### config.mk
export PLATFORM = sky130hd
export DESIGN_NAME = rd_port_arbiter
export DESIGN_NICKNAME = d
export VERILOG_FILES = /design/src/rtl/rd_port_arbiter.sv
export SDC_FILE = /design/constraint.sdc
export NUM_CORES = 1
export LEC_CHECK = 0
export ABC_AREA = 1
export CAP_MARGIN = 25
export CORE_AREA = 3 3 97 99
export CTS_CLUSTER_SIZE = 20
export DETAILED_ROUTE_END_ITERATION = 10
export DIE_AREA = 0 0 100 102
export PLACE_DENSITY = 0.88
export SYNTH_ARGS = -nofsm -noshare
export SYNTH_HDL_FRONTEND = slang
export SYNTH_SLANG_ARGS = --single-unit
### constraint.sdc
create_clock -name clk -period 2.82 [get_ports clk]
set_input_delay 0.705 -clock clk [delete_from_list [all_inputs] [get_ports clk]]
set_output_delay 0.705 -clock clk [all_outputs]
set_load 0.01 [all_outputs]
### src/rtl/rd_port_arbiter.sv
// Round-robin arbiter sharing one AXI-style read port between the IFM and WGT fetchers.
// Optional beat-count protocol checker is built when RD_ARB_BEAT_CHECK_EN is defined.
module rd_port_arbiter #(
   parameter int AW    = 32,
   parameter int DW    = 64,
   parameter int BURST = 16
) (
   input  logic          clk,
   input  logic          rst,
   input  logic          ifm_arvalid,
   input  logic [AW-1:0] ifm_araddr,
   output logic          ifm_arready,
   output logic          ifm_rvalid,
   output logic          ifm_rlast,
   input  logic          wgt_arvalid,
   input  logic [AW-1:0] wgt_araddr,
   output logic          wgt_arready,
   output logic          wgt_rvalid,
   output logic          wgt_rlast,
   output logic [DW-1:0] rdata,
   output logic          m_arvalid,
   output logic [AW-1:0] m_araddr,
   output logic [7:0]    m_arlen,
   input  logic          m_arready,
   input  logic          m_rvalid,
   input  logic          m_rlast,
   input  logic [DW-1:0] m_rdata,
   output logic          m_rready,
   output logic          grant_id,
   output logic          busy,
   output logic          beat_err,
   output logic [1:0]    fsm_state
);

   // Handshakes: a request transfers when *_arvalid & *_arready (IDLE only);
   // the address transfers on m_arvalid & m_arready; a beat transfers on m_rvalid & m_rready.
   typedef enum logic [1:0] {IDLE = 2'd0, ADDR = 2'd1, DATA = 2'd2} state_t;

   state_t state;
   logic   last_gnt;
   logic   pick_wgt;
   logic   req_any;
   logic   in_idle;
   logic   in_data;

   always_comb begin
      req_any  = ifm_arvalid | wgt_arvalid;
      // WGT wins when alone, or on a tie when IFM was granted last.
      pick_wgt = wgt_arvalid & (~ifm_arvalid | ~last_gnt);
      in_idle  = (state == IDLE);
      in_data  = (state == DATA);
   end

   assign ifm_arready = in_idle & ~rst & ifm_arvalid & ~pick_wgt;
   assign wgt_arready = in_idle & ~rst & pick_wgt;

   assign ifm_rvalid = in_data & ~grant_id & m_rvalid;
   assign wgt_rvalid = in_data &  grant_id & m_rvalid;
   assign ifm_rlast  = ifm_rvalid & m_rlast;
   assign wgt_rlast  = wgt_rvalid & m_rlast;
   assign rdata      = m_rdata;

   assign m_arvalid = (state == ADDR);
   assign m_rready  = in_data;
   assign m_arlen   = 8'(BURST - 1);
   assign busy      = ~in_idle;
   assign fsm_state = state;

   always_ff @(posedge clk) begin
      if (rst) begin
         state    <= IDLE;
         last_gnt <= 1'b1;
         grant_id <= 1'b0;
         m_araddr <= '0;
      end else begin
         case (state)
            IDLE: begin
               if (req_any) begin
                  m_araddr <= pick_wgt ? wgt_araddr : ifm_araddr;
                  grant_id <= pick_wgt;
                  state    <= ADDR;
               end
            end
            ADDR: begin
               if (m_arready) state <= DATA;
            end
            DATA: begin
               if (m_rvalid && m_rlast) begin
                  last_gnt <= grant_id;
                  state    <= IDLE;
               end
            end
            default: state <= IDLE;
         endcase
      end
   end

`ifdef RD_ARB_BEAT_CHECK_EN
   localparam int CW = (BURST > 1) ? $clog2(BURST) : 1;
   localparam logic [CW-1:0] LAST_BEAT = CW'(BURST - 1);

   logic [CW-1:0] beat_cnt;
   logic          err_q;

   // Flags an early rlast or a missing rlast on the final beat; routing is unaffected.
   always_ff @(posedge clk) begin
      if (rst) begin
         beat_cnt <= '0;
         err_q    <= 1'b0;
      end else if (state == ADDR && m_arready) begin
         beat_cnt <= '0;
      end else if (in_data && m_rvalid) begin
         beat_cnt <= beat_cnt + 1'b1;
         if ((m_rlast && beat_cnt != LAST_BEAT) || (!m_rlast && beat_cnt == LAST_BEAT))
            err_q <= 1'b1;
      end
   end

   assign beat_err = err_q;
`else
   assign beat_err = 1'b0;
`endif

endmodule

==> results.cfg <==
[detailed_routing]
ant_nets = 0
drt_iter0_drc = 61
wl_per_cell_um = 10.7
vias = 2376
drt-vias-per-instance = 3.90
wl_um = 6510
drc = 0
dr.pass1.iters = 4

[critical_path]
worst-setup-path-type = input pin to output pin
r2r_slack_ps = 1390
cp_data_arrival_time_ps = 2000
startpoint_type = input pin
r2r_cells = 7
reg2reg_from = last_gnt
crit_fanout = 3
r2r-end = m_araddr[4]
end_kind = output pin
critPathRequiredTime_ps = 2120

[cells_and_area]
drive_gt1_share_pct = 4.18
syn_to_final_growth_pct = 31.3
final_cell_area_um2 = 3470
diodes = 0
finalNetCount = 637
fill_cells = 904
multi_input_area_um2 = 1020
register_area_um2 = 721
post-route-util_pct = 40.2

[timing]
final.period_utilization_pct = 95.8
hold_viol = 0
tightest_slew_ps = 618
fin_crit_ps = 2700
finClkSkew_ps = 4.90
fin_tns_setup_ps = 0
setup_viol = 0
slew_violations = 0
postLayoutSetupSlackWorst_ps = 118
max-slew-margin-rel_pct = 58.8
grt_setup_unrepaired = false
max_freq_mhz = 370

[floorplanning]
num_rows = 34
die_x_um = 100
start_util_pct = 30.6
core-area_um2 = 8640
die_area_um2 = 10200
io_pins = 252
die_h_um = 102

[min_path]
hold_class = flop to flop
worstHoldPathCells = 2
worstHoldStart = last_gnt
holdPathEnd = last_gnt

[cts]
clock_path_buffers = 2
cts_tree = done
path_clk_slew_ps = 70
htreeDepth = 2
cts_root_buffer = clkbuf_8
cts_hold_buf = 0
cts_inserted_buffers = 5
clock_sinks = 36
clk_latency_ps = 280

[placed_design]
placed_cell_area_um2 = 3360
dp_hpwl_um = 5070
portBuffers = 114
pre_cts_ws_ps = -33.3
routabilityCongestion = 0.755

[global_routing]
grt_usage_pct = 12.7
use_met3_pct = 3.48
grt_pass1_vias = 2214
grt.overflow.total = 0
grt_pass1_wl_um = 10500
grt_busiest_layer = met2
use_met1_pct = 14.3
antenna_found_initial = 0
grt.met2_usage_pct = 22.0
grt_start_max_net_pins = 66

[power]
power_leakage_nw = 1.87
power_density_nw_per_um2 = 448
vdd_drop_max_mv = 0.264
finalPower_mw = 1.56

[yosys]
syn_area_um2 = 2640
synth_most_common_cell = nand2_1
synth_area_leaders = dfxtp_1 27%, buf_4 22%, nand2_1 20%
yosys_most_used_dff = dfxtp_1
synth_enable_flop_cells = 0
ys_ff_latch = 36
ys_types = 16
synth_area_leader_cell = dfxtp_1
synthCells = 453
synth_top_area_share_pct = 27.3
synthArstFlopShare_pct = 0
yosysWarnings = 0
yosys-top-cells-count = 138 x nand2_1, 104 x nor2_1, 79 x buf_4
syn_area_per_cell_um2 = 5.83
ys_seq_area_share_pct = 27.3

[status]
status = completed

[run]
cap_violations = 0
## stage by stage
step,cells,hold slack [ps]
after floorplan,460,429
after global placement,603,500
after detailed placement,603,491
after CTS,610,508
after global routing,610,550
final,610,504
## power by group
group          leakage (nW)  total, mW  switching (mW)  internal, mW
Clock                0.0503      0.403           0.186         0.218
Combinational          1.52      0.551           0.259         0.292
Sequential            0.299      0.601          0.0318         0.570
## cell usage in the layout (no fill, tap or decap)
master / synthesis / layout
nor2_1: 104 / 103
clkdlybuf4s50_1: 0 / 110
nor2_4: 0 / 1
nand2_2: 1 / 1
dfxtp_1: 36 / 36
nand3_1: 4 / 4
dlymetal6s2s_1: 0 / 4
nand2_1: 138 / 138
nor2_2: 1 / 1
a21oi_1: 3 / 3
o21ai_0: 1 / 1
conb_1: 2 / 9
inv_1: 72 / 72
clkbuf_8: 0 / 7
buf_4: 79 / 10
o21ai_4: 0 / 1
clkinv_1: 1 / 1
## worst max path at each step
stage | depth (start not counted) | slack, ps | endpoint | start
after CTS | 6 | 10 | ifm_rlast | m_rvalid
final | 4 | 120 | ifm_arready | ifm_arvalid
after floorplan | 5 | 810 | wgt_arready | ifm_arvalid
after global placement | 6 | 30 | ifm_rlast | m_rvalid
after detailed placement | 6 | -30 | ifm_rlast | m_rvalid
after global routing | 5 | 20 | ifm_arready | rst
## worst max-delay path, stage by stage
cell             delay, ps
clkdlybuf4s50_1        500
nand2_1                 90
a21oi_1                150
clkdlybuf4s50_1        550
## registers in the layout (all words and copies together), names as in the netlist
signal / cells
fsm_state: 2
grant_id: 1
last_gnt: 1
m_araddr: 32
## metal layers
metal	vias up	share of wire, %
li1	1294	-
met1	958	39
met2	91	48
met3	33	7.9
met4	0	4.5
met5	-	0
## layout make-up
class,count,area share (%)
timing repair buffer,124,35.3
multi-input combinational,262,29.3
sequential,36,20.8
inverter,73,7.89
tap,108,3.89
clock buffer,7,2.78
## repair_timing
item,CTS,global route
resized for setup,1,5
setup endpoints to repair,4,4
setup buffers,0,0
## cell families after synthesis
family,after synthesis,share of synthesized area [%]
compound gates,5,1.09
buf+inv,162,35.7
flops,36,27.3
other cells,2,0.284
simple gates,248,35.6
Power figures use the tool's default switching activity.
